===== src/rtl/pipe_pkg.sv =====
// Shared definitions for the parametrised inter-stage pipeline buffer.
package pipe_pkg;

    // Bubble constants: an empty or killed entry holds a nop at the reset pc.
    localparam logic [31:0] NOP_INSTR        = 32'h0000_0000;
    localparam logic [31:0] DEFAULT_RESET_PC = 32'h0000_3000;

    // Occupancy of the buffer; StTwo is only reachable with the skid register.
    typedef enum logic [1:0] {
        StEmpty = 2'd0,
        StOne   = 2'd1,
        StTwo   = 2'd2
    } buf_state_e;

    // Control fields carried with every instruction; the payload is appended below a3.
    typedef struct packed {
        logic [31:0] pc;
        logic [31:0] instr;
        logic [4:0]  a3;
    } entry_t;

    function automatic entry_t bubble_entry(input logic [31:0] pc);
        entry_t e;
        e.pc    = pc;
        e.instr = NOP_INSTR;
        e.a3    = 5'd0;
        return e;
    endfunction

endpackage


===== src/rtl/pipe_entry_reg.sv =====
// One pipeline entry register: async active-low reset to the bubble, load enable.
module pipe_entry_reg #(
    parameter int unsigned W         = 1,
    parameter logic [W-1:0] RESET_VAL = '0
) (
    input  logic         clk_i,
    input  logic         rst_ni,
    input  logic         en_i,
    input  logic [W-1:0] d_i,
    output logic [W-1:0] q_o
);

    logic [W-1:0] entry_q;

    // Hold the entry until a load; reset returns it to the bubble value.
    always_ff @(posedge clk_i or negedge rst_ni) begin
        if (!rst_ni) begin
            entry_q <= RESET_VAL;
        end else if (en_i) begin
            entry_q <= d_i;
        end
    end

    assign q_o = entry_q;

endmodule


===== src/rtl/pipe_stage_buf.sv =====
// Valid/ready pipeline stage buffer with optional two-entry skid, flush and stall counter.
module pipe_stage_buf
    import pipe_pkg::*;
#(
    parameter int unsigned DATA_W   = 64,
    parameter logic [31:0] RESET_PC = DEFAULT_RESET_PC,
    parameter int unsigned SKID     = 1,
    parameter int unsigned CNT_W    = 16
) (
    input  logic              clk,
    input  logic              reset,
    input  logic              flush,
    input  logic              in_valid,
    output logic              in_ready,
    input  logic [31:0]       in_pc,
    input  logic [31:0]       in_instr,
    input  logic [4:0]        in_a3,
    input  logic [DATA_W-1:0] in_data,
    output logic              out_valid,
    input  logic              out_ready,
    output logic [31:0]       out_pc,
    output logic [31:0]       out_instr,
    output logic [4:0]        out_a3,
    output logic [DATA_W-1:0] out_data,
    output logic [CNT_W-1:0]  stall_cycles
);

    localparam int unsigned W = $bits(entry_t) + DATA_W;
    localparam logic [W-1:0] BUBBLE = {bubble_entry(RESET_PC), {DATA_W{1'b0}}};
    localparam logic [CNT_W-1:0] CNT_MAX = '1;

    buf_state_e state_q, state_d;
    entry_t     in_ent;
    logic [W-1:0] in_word, main_d, main_q, skid_d, skid_q;
    logic main_en, skid_en, do_accept, do_release;
    logic [CNT_W-1:0] stall_q;

    assign in_ent    = '{pc: in_pc, instr: in_instr, a3: in_a3};
    assign in_word   = {in_ent, in_data};
    assign out_valid = (state_q != StEmpty);

    // With the skid register in_ready depends only on state; without it, on downstream ready.
    assign in_ready   = (SKID != 0) ? (state_q != StTwo) : (!out_valid || out_ready);
    assign do_accept  = in_valid && in_ready;
    assign do_release = out_valid && out_ready;

    // Occupancy transitions and register load selects; flush beats accept and release.
    always_comb begin
        state_d = state_q;
        main_en = 1'b0;
        main_d  = in_word;
        skid_en = 1'b0;
        skid_d  = in_word;
        if (flush) begin
            state_d = StEmpty;
            main_en = 1'b1;
            main_d  = BUBBLE;
            skid_en = (SKID != 0);
            skid_d  = BUBBLE;
        end else begin
            unique case (state_q)
                StEmpty: begin
                    if (do_accept) begin
                        state_d = StOne;
                        main_en = 1'b1;
                    end
                end
                StOne: begin
                    if (do_accept && !do_release && (SKID != 0)) begin
                        state_d = StTwo;
                        skid_en = 1'b1;
                    end else if (do_accept) begin
                        main_en = 1'b1;
                    end else if (do_release) begin
                        state_d = StEmpty;
                        main_en = 1'b1;
                        main_d  = BUBBLE;
                    end
                end
                StTwo: begin
                    if (do_release) begin
                        state_d = StOne;
                        main_en = 1'b1;
                        main_d  = skid_q;
                        skid_en = 1'b1;
                        skid_d  = BUBBLE;
                    end
                end
                default: state_d = StEmpty;
            endcase
        end
    end

    // Occupancy state register.
    always_ff @(posedge clk or negedge reset) begin
        if (!reset) begin
            state_q <= StEmpty;
        end else begin
            state_q <= state_d;
        end
    end

    // Saturating back-pressure counter; only reset clears it.
    always_ff @(posedge clk or negedge reset) begin
        if (!reset) begin
            stall_q <= '0;
        end else if (out_valid && !out_ready && (stall_q != CNT_MAX)) begin
            stall_q <= stall_q + 1'b1;
        end
    end

    pipe_entry_reg #(
        .W        (W),
        .RESET_VAL(BUBBLE)
    ) u_main (
        .clk_i (clk),
        .rst_ni(reset),
        .en_i  (main_en),
        .d_i   (main_d),
        .q_o   (main_q)
    );

    if (SKID != 0) begin : g_skid
        pipe_entry_reg #(
            .W        (W),
            .RESET_VAL(BUBBLE)
        ) u_skid (
            .clk_i (clk),
            .rst_ni(reset),
            .en_i  (skid_en),
            .d_i   (skid_d),
            .q_o   (skid_q)
        );
    end else begin : g_no_skid
        assign skid_q = BUBBLE;
    end

    assign {out_pc, out_instr, out_a3, out_data} = main_q;
    assign stall_cycles = stall_q;

endmodule


===== config.mk =====
export PLATFORM = sky130hd
export DESIGN_NAME = pipe_stage_buf
export DESIGN_NICKNAME = d
export VERILOG_FILES = /design/src/rtl/pipe_pkg.sv /design/src/rtl/pipe_entry_reg.sv /design/src/rtl/pipe_stage_buf.sv
export SDC_FILE = /design/constraint.sdc
export NUM_CORES = 1
export LEC_CHECK = 0
export CELL_PAD_IN_SITES_DETAIL_PLACEMENT = 0
export CELL_PAD_IN_SITES_GLOBAL_PLACEMENT = 1
export CORE_ASPECT_RATIO = 0.75
export CORE_MARGIN = 1
export CORE_UTILIZATION = 36
export CTS_BUF_LIST = sky130_fd_sc_hd__clkbuf_8
export DETAILED_ROUTE_END_ITERATION = 6
export GPL_TIMING_DRIVEN = 1
export PLACE_DENSITY_LB_ADDON = 0.05
export SLEW_MARGIN = 20
export SYNTH_ARGS = -nofsm -noshare
export SYNTH_HDL_FRONTEND = slang
export SYNTH_SLANG_ARGS = --single-unit

===== constraint.sdc =====
create_clock -name clk -period 2.2 [get_ports clk]
set_input_delay 0.22 -clock clk [delete_from_list [all_inputs] [get_ports clk]]
set_output_delay 0.22 -clock clk [all_outputs]
set_load 0.03 [all_outputs]

==> qor.yml <==
run_status:
  status: "finished, violations left"
  violations: "DRC"
synth:
  synthArstFlopShare: 1.00
  syn_area_per_cell_um2: 10.5
  syn_nets: 1363
  synth_edf_count: 0
  synthCells: 1219
  ys_seq_area_frac: 0.554
  ys_seq_elements: 284
  synth_cell_types: 47
  synthFlopType: "dfrtp_1"
  synth.cell_area_mm2: 0.0128
  synth_warnings: 0
final_layout:
  area_growth_pct: 41.2
  drive_above_1_share: 0.134
  most-common-layout-cells: "clkdlybuf4s50_1, dfrtp_1, a21oi_1"
  nNetsFinal: 1671
  diodes: 0
  final_common_cell: "clkdlybuf4s50_1"
  stdcell_count: 2020
worst_setup_path:
  crit_chain: "buf_4, ha_1, buf_4, clkinvlp_4, nor2_1, buf_4, nor4_4, buf_4, clkbuf_16, buf_4, a22o_1"
  critPathArrivalTime_ns: 2.63
  crit_fanout: 6
  start_kind: "register"
  worst-path-buf-inv: 7
  r2r-start: "state_q[1]$_DFFE_PN0P_"
  timing.rr.end: "g_skid.u_skid.q_o[13]$_DFFE_PN0P_"
  critPathMostFrequentCell: "buf_4"
  crit_type: "register to register"
  cp-end-kind: "register"
  r2r_setup_slack_ns: 0.07
  crit_required_ns: 2.70
  slowest_stage: "dfrtp_1"
  slowest_delay_ns: 0.38
  reg2reg_depth: 11
  cp_top_family: "buffers and inverters"
sta:
  max_freq_ghz: 0.470
  report.final.slew_viol_count: 0
  hold_viol: 0
  clock_skew_ns: 0.0330
  finalCritPeriodShare: 0.966
  timing.setup.tns_ns: 0
  setup_viol: 0
  fin_crit_ns: 2.13
  setup_ws_ns: 0.0741
  maxSlewHeadroom: 0.486
  rsz0062_at_grt: "true"
  worstMarginPinSlew_ns: 0.771
placement:
  dp.cells: 1917
  pre_cts_slack_ns: -0.0808
  place_congestion: 0.770
  place_hpwl_um: 27400
  numPortBuffers: 288
hold_path:
  min_path_type: "input pin to async pin"
power_and_ir_drop:
  power_density_mw_per_mm2: 1250
  clkPwrFrac: 0.204
  p_total_w: 0.0227
  p_switching_w: 0.00945
  p_comb_frac: 0.485
  vdd_drop_max_uv: 836
  leakage_nw: 7.51
  sw_frac_of_total: 0.416
  internal_power_w: 0.0133
  seqPwrFrac: 0.310
clocking:
  cts_tree: "done"
  clock-sinks: 284
  htreeDepth: 2
  insertion_delay_ns: 0.59
  clk_pin_slew_ns: 0.07
  root_buffer: "clkbuf_8"
  clock_path_buffers: 3
  cts_made_buffers: 48
floorplanning:
  ios: 289
  die_y_um: 166
  die_width_um: 220
  die_area_mm2: 0.0364
  num_rows: 59
  initial_core_util: 0.368
  core_area_mm2: 0.0349
global_routing:
  antenna_found_initial: 1
  grt.overflow.total: 0
  grt_pass1_wl_um: 67600
  grtUsageTotal: 0.239
  first_global_vias: 11318
  grt_max_degree: 78
route:
  drc: 17
  drt_iter0_markers: 954
  wire_per_inst_um: 22.1
  vias_per_cell: 5.68
  num_vias: 11483
  ant_nets: 0
  dr.pass1.iters: 7
  drt_wl_total_um: 44700
flow_run:
  drv_cap: 0
sequential cells by signal (all words and copies together), names as in the netlist:
| signal | flops |
|---|---|
| u_main.q_o | 133 |
| state_q | 2 |
| g_skid.u_skid.q_o | 133 |
| stall_cycles | 16 |
cells in the mapped netlist, drive strengths merged, types with 4 or more instances:
cell / instances / area share
dfrtp: 280 / 0.55
ha: 6 / 0.0058
a211oi: 24 / 0.014
a311oi: 108 / 0.074
nand3: 4 / 0.0016
xor2: 9 / 0.0061
buf: 53 / 0.025
nand4: 8 / 0.0039
inv: 11 / 0.0032
o21ai: 110 / 0.043
a22o: 129 / 0.088
nor2: 12 / 0.0035
a2bb2oi: 24 / 0.016
clkbuf: 83 / 0.024
nor3: 8 / 0.0040
o22ai: 5 / 0.0029
nand2b: 4 / 0.0019
dfstp: 4 / 0.0082
nand2: 136 / 0.040
a22oi: 6 / 0.0035
a21oi: 161 / 0.063
nor2b: 4 / 0.0019
worst max-delay path by stage:
stage,endpoint,slack [ns],cells after the start,startpoint
finish,g_skid.u_skid.q_o[13]$_DFFE_PN0P_,0.07,11,state_q[1]$_DFFE_PN0P_
global placement,g_skid.u_skid.q_o[85]$_DFFE_PN0P_,-0.03,6,out_ready
detailed placement,g_skid.u_skid.q_o[64]$_DFFE_PN0P_,-0.08,6,out_ready
global route,g_skid.u_skid.q_o[13]$_DFFE_PN0P_,-0.02,11,state_q[1]$_DFFE_PN0P_
CTS,u_main.q_o[65]$_DFFE_PN0P_,0.01,8,state_q[1]$_DFFE_PN0P_
floorplan,stall_cycles[1]$_DFFE_PN0P_,0.07,5,stall_cycles[0]$_DFFE_PN0P_
power groups by stage:
| stage | clock network [W] | registers (W) | logic [W] |
|---|---|---|---|
| floorplan | 0 | 0.00877 | 0.00406 |
| global placement | 0 | 0.00712 | 0.0108 |
| detailed placement | 0 | 0.00712 | 0.0108 |
| CTS | 0.00478 | 0.00705 | 0.0108 |
| global route | 0.00503 | 0.00719 | 0.0118 |
| finish | 0.00464 | 0.00705 | 0.0110 |
through the flow:
stage	area (um2)	hold slack (ns)	utilization
global placement	16900	0.119	0.483
global route	18100	0.101	0.519
finish	18100	0.109	0.519
floorplan	12800	-0.0756	-
detailed placement	16900	0.120	0.483
CTS	17800	0.0713	0.510
per-layer routing:
metal,vias to the layer above,track usage,share of wire
met2,405,0.358,0.45
met3,53,0.0458,0.070
li1,5254,-,-
met1,5769,0.355,0.46
met4,2,0.0520,0.015
met5,-,0,0.00027
cells by family after synthesis:
group / count (synthesis) / share of synthesized area
buf+inv: 148 / 0.0530
fa+ha+maj: 6 / 0.00585
compound gates: 575 / 0.310
mux: 3 / 0.00263
simple gates: 191 / 0.0666
flops: 284 / 0.554
xor+xnor: 12 / 0.00819
layout make-up:
cell class,instances,area [um2]
clock buffer,58,798
multi-input combinational,787,5160
sequential,284,7110
fill,3176,16800
timing repair buffer,394,4300
clock inverter,28,131
inverter,12,52.6
tap,457,572
repair_timing:
| action | 4_1_cts | 5_1_grt |
|---|---|---|
| pin swaps | 1 | 9 |
| endpoints found under the setup margin | 9 | 257 |
| endpoints found under the hold margin | 283 | 0 |
| hold buffers | 2 | 0 |
| resized for setup | 14 | 24 |
| cloned | 0 | 5 |
| buffers inserted | 0 | 10 |
No activity file was read; power rests on OpenSTA's default activity.
==> RTL change 1: new RTL, same settings <==
Set the parameter `SKID` to 0 (it was 1).
--- a/src/rtl/pipe_stage_buf.sv
+++ b/src/rtl/pipe_stage_buf.sv
@@ -4,7 +4,7 @@
 #(
     parameter int unsigned DATA_W   = 64,
     parameter logic [31:0] RESET_PC = DEFAULT_RESET_PC,
-    parameter int unsigned SKID     = 1,
+    parameter int unsigned SKID     = 0,
     parameter int unsigned CNT_W    = 16
 ) (
     input  logic              clk,
Check against the original RTL: not equivalent (a bounded check fails within 4 cycles, from zero or initial values and one cycle with reset low).
==> RTL change 1 against the original RTL <==
Clock skew down 0.021 ns; critical endpoint is now stall_cycles[3]; design area fell by 50%; sequential cell count fell by 134; area after synthesis is 57% lower; worst setup slack gained 0.24 ns; non-clock buffer count is 97 lower; combinational power fell by 87%; highest routed layer is now met4; critical path type is now register to output pin; via count fell by 62%; routed wire length decreased by 65%; synthesized cell count fell by 69%; power down 71%.
==> RTL change 1: results (changes against the original RTL) <==
[placement]
preCtsSetupSlack_ns = 0.2679  ; was -0.08082 ns
dpl_cell_area_mm2 = 0.008618  ; was 0.01685 mm²

[worst_setup_path]
critPathMaxStageDelay_ns = 0.74  ; was 0.38 ns
arrival_ns = 1.67  ; was 2.63 ns
crit_start = stall_cycles[3]  ; was state_q[1]
r2r_end = stall_cycles[1]  ; was g_skid.u_skid.q_o[13]
path_class = register to output pin  ; was register to register
slowest_stage = clkdlybuf4s50_1  ; was dfrtp_1
endpoint = stall_cycles[3]  ; was g_skid.u_skid.q_o[13]
cp_max_fo = 7  ; was 6

[synth]
synth_compound_area_share_pct = 21.60  ; was 30.96%
yosysSeqAreaShare_pct = 68.48  ; was 55.41%
synth.avg_cell_area_um2 = 14.75  ; was 10.53 µm²
muxShareOfSynthArea_pct = 0.4790  ; was 0.2632%
synth_cell_type_count = 30  ; was 47
synthTopCellsByCount = dfrtp_1 (148), a22o_1 (131), buf_2 (22)  ; was dfrtp_1 (280), a21oi_1 (161), nand2_1 (136)
synth_nets = 511  ; was 1363

[sta]
fin_crit_sh_pct = 85.79  ; was 96.63%
fin_skew_ns = 0.01189  ; was 0.03299 ns
hold_ws_ns = 0.2579  ; was 0.1086 ns
slew_headroom_pct = 64.12  ; was 48.59%

[final_layout]
seqCellArea_mm2 = 0.003756  ; was 0.007112 mm²
nMultiInputCombCells = 191  ; was 787
inverters_excl_clock = 1  ; was 12
multi_input_area_mm2 = 0.001589  ; was 0.005159 mm²
clkbuf_count = 18  ; was 58
syn2layout_area_growth_pct = 64.12  ; was 41.25%
buffers = 297  ; was 394
buffer_area_share_pct = 33.68  ; was 23.74%
drive_above_1_share_pct = 7.601  ; was 13.37%

[detailed_routing]
dr_wl_met2_um = 7386  ; was 20170 µm
routed_via_density = 4.990  ; was 5.685
dr_wl_met3_um = 1597  ; was 3117 µm
wl_met1_um = 6540  ; was 20760 µm
dr.max_layer_used = met4  ; was met5
drt-initial-drc-count = 204  ; was 954
post_drt_wl_per_cell_um = 18.17  ; was 22.14 µm

[cts]
clockBufferDepth = 2  ; was 3
clk_latency_ns = 0.45  ; was 0.59 ns
cts_sinks = 150  ; was 284
path_clk_slew_ns = 0.09  ; was 0.07 ns
htreeDepth = 4  ; was 2

[grt]
grt_util_met1_pct = 25.35  ; was 35.47%
grt_use_met3_pct = 9.047  ; was 4.579%
grt_pass1_vias = 4517  ; was 11320
met2_usage_pct = 31.59  ; was 35.78%
grt_pass1_wl_um = 23960  ; was 67610 µm
grt_antenna_before_repair = 0  ; was 1
track_usage_pct = 20.52  ; was 23.85%

[outcome]
status = complete, no violations  ; was complete, but fails checks

[power]
p_leak_uw = 0.004002  ; was 0.007512 µW

-- RTL change 1: changes by cell type after synthesis, sizes merged, moves of 6 or more --
| cell | change |
|---|---|
| o21ai | -110 |
| nand2 | -129 |
| inv | -10 |
| a211oi | -24 |
| dfrtp | -132 |
| a22oi | -6 |
| nor3 | -6 |
| buf | -30 |
| clkbuf | -76 |
| a2bb2oi | -24 |
| a311oi | -108 |
| a21oi | -161 |
-- RTL change 1: per-stage QoR --
| stage | cells | utilization [%] |
|---|---|---|
| floorplan | 372 | - |
| global placement | 838 | 58.66 |
| detailed placement | 838 | 58.66 |
| CTS | 871 | 61.26 |
| global route | 871 | 61.28 |
| finish | 871 | 61.28 |
-- RTL change 1: what timing repair did --
action                                  CTS  global route
endpoints found under the hold margin    40             0
endpoints found under the setup margin    0             1
resized for setup                         0             1
hold buffers                              1             0
-- RTL change 1: power breakdown --
part           switching, µW  total [µW]  internal, µW  leakage, µW
Combinational            744        1440           698      0.00180
Clock                   1070        2000           932     0.000199
Sequential               152        3090          2940      0.00201
==> RTL change 2: new RTL, config.mk and constraints unchanged <==
Without the edit above. Make the reset (`reset` and `rst_ni`) synchronous in 3 clocked blocks. Comments in the files are not updated.
--- a/src/rtl/pipe_entry_reg.sv
+++ b/src/rtl/pipe_entry_reg.sv
@@ -13,7 +13,7 @@
     logic [W-1:0] entry_q;
 
     // Hold the entry until a load; reset returns it to the bubble value.
-    always_ff @(posedge clk_i or negedge rst_ni) begin
+    always_ff @(posedge clk_i) begin
         if (!rst_ni) begin
             entry_q <= RESET_VAL;
         end else if (en_i) begin
--- a/src/rtl/pipe_stage_buf.sv
+++ b/src/rtl/pipe_stage_buf.sv
@@ -92,7 +92,7 @@
     end
 
     // Occupancy state register.
-    always_ff @(posedge clk or negedge reset) begin
+    always_ff @(posedge clk) begin
         if (!reset) begin
             state_q <= StEmpty;
         end else begin
@@ -101,7 +101,7 @@
     end
 
     // Saturating back-pressure counter; only reset clears it.
-    always_ff @(posedge clk or negedge reset) begin
+    always_ff @(posedge clk) begin
         if (!reset) begin
             stall_q <= '0;
         end else if (out_valid && !out_ready && (stall_q != CNT_MAX)) begin
Function: not settled (the Yosys comparison gave no result); the edit may change what the design does.
==> RTL change 2 against the original RTL <==
Area after synthesis is 9.4% lower; critical path type unchanged; global-route usage is 1.4 points lower; routed wire length is 16% lower; largest cell class unchanged; sequential cell count stayed put; clock skew is 0.020 ns lower; design area is 10% lower; worst setup slack better by 0.026 ns; highest routed layer unchanged; critical endpoint is now u_main.q_o[32]; first-iteration DRC count is 27% lower.
Power is not compared: it rests on default switching activity, and its combinational part moved more than twofold at a synthesized area within 25%.
==> RTL change 2: results (changes against the original RTL) <==
[detailed_routing]
firstDrtPassIters = 5  ; was 7
routed_via_density = 5.377  ; was 5.685
post_drt_wl_per_cell_um = 19.33  ; was 22.14 µm
finalWirelength_um = 37790  ; was 44720 µm
drt-initial-drc-count = 699  ; was 954

[final_layout]
nFillCells = 2933  ; was 3176
nets = 1664  ; was 1671
drive_above_1_share_pct = 9.438  ; was 13.37%

[sta]
fin_skew_ns = 0.01310  ; was 0.03299 ns
fin_crit_ns = 2.100  ; was 2.126 ns
tightest_slew_ns = 0.4130  ; was 0.7712 ns

[power]
p_comb_uw = 1560

[worst_hold_path]
hold_path.class = input port to register  ; was input port to asynchronous set/reset pin

[synth]
synthAdderAreaFrac_pct = 0.6459  ; was 0.5849%
muxShareOfSynthArea_pct = 1.636  ; was 0.2632%
async_flop_share_pct = 0  ; was 100.0%
synth_cell_type_count = 58  ; was 47
synth_compound_area_share_pct = 34.43  ; was 30.96%
synth_area_leaders = dfxtp_1 (49%), a22o_1 (19%), a31oi_1 (7.1%)  ; was dfrtp_1 (55%), a22o_1 (8.8%), a311oi_1 (7.3%)
synth.avg_cell_area_um2 = 9.504  ; was 10.53 µm²
synthTopCellsByCount = dfxtp_1 (284), a22o_1 (247), a21oi_1 (141), inv_1 (141), a31oi_1 (132)  ; was dfrtp_1 (280), a21oi_1 (161), nand2_1 (136)
yosysSeqAreaShare_pct = 48.91  ; was 55.41%
synth-xor-area-share_pct = 0.07535  ; was 0.8189%
synth_nets = 1367  ; was 1363

[grt]
grt_pass1_wl_um = 58490  ; was 67610 µm
grt_pass1_vias = 10070  ; was 11320
track_usage_pct = 22.41  ; was 23.85%
grt_antenna_before_repair = 3  ; was 1

[cts]
clk_latency_ns = 0.57  ; was 0.59 ns
cts_inserted_buffers = 48  ; unchanged
clockBufferDepth = 3  ; unchanged

[placement]
place_inst = 1872  ; was 1917
preCtsSetupSlack_ns = -0.01571  ; was -0.08082 ns
dp_hpwl_um = 23900  ; was 27440 µm
place_congestion = 0.8269  ; was 0.7698

[outcome]
status = complete, no violations  ; was complete, but fails checks

[worst_setup_path]
endpoint = u_main.q_o[32]  ; was g_skid.u_skid.q_o[13]
arrival_ns = 2.55  ; was 2.63 ns
r2r_cells = 9  ; was 11
rr_startpoint = state_q[1]  ; unchanged
slowest_stage = dfxtp_2  ; was dfrtp_1
cp_max_fo = 68  ; was 6

## RTL change 2: cell families after synthesis
logic type	Yosys count
AO/OA/AOI/OAI	559
flip-flops	284
buffers and inverters	252
AND/OR/NAND/NOR	102
multiplexers	19
adder cells (fa/ha/maj)	6
XOR/XNOR	1
## RTL change 2: stage by stage
stage	utilization, %	area (µm²)	hold slack (ns)
6_report	51.52	16250	0.2382
3_3_place_gp	48.64	15340	0.4453
4_1_cts	51.35	16190	0.1870
2_1_floorplan	-	11620	0.3527
3_5_place_dp	48.64	15340	0.4535
5_1_grt	51.51	16240	0.2243
## RTL change 2: worst register-to-register path: cells and delay by family, from the launching register on
family	cells	cell delay [ns]
AO/OA/AOI/OAI	3	0.60
adder cells (fa/ha/maj)	1	0.20
buffers and inverters	4	0.66
flip-flops	1	0.37
AND/OR/NAND/NOR	1	0.15
## RTL change 2: what timing repair did
| action | CTS | global route |
|---|---|---|
| gates resized for setup | 4 | 3 |
| cloned | 0 | 0 |
| setup endpoints to repair | 2 | 135 |
| setup buffers | 0 | 4 |
| hold buffers | 0 | 0 |
| pin swaps | 0 | 1 |
## RTL change 2: cell type report
cell class,count,area [µm²],share of cell area (%)
antenna,2,5.005,0.03081
clock buffer,56,770.7,4.744
clock inverter,21,81.33,0.5006
inverter,142,533.0,3.281
multi-input combinational,687,4892,30.11
sequential,284,5687,35.00
tap,406,508.0,3.127
timing repair buffer,357,3769,23.20
## RTL change 2: metal layers
metal,vias up,GRT usage [%],share of wire [%]
met2,273,33.37,43
met5,-,0,0.034
li1,5143,-,-
met4,2,6.222,2.0
met3,58,6.189,6.7
met1,5037,31.60,48
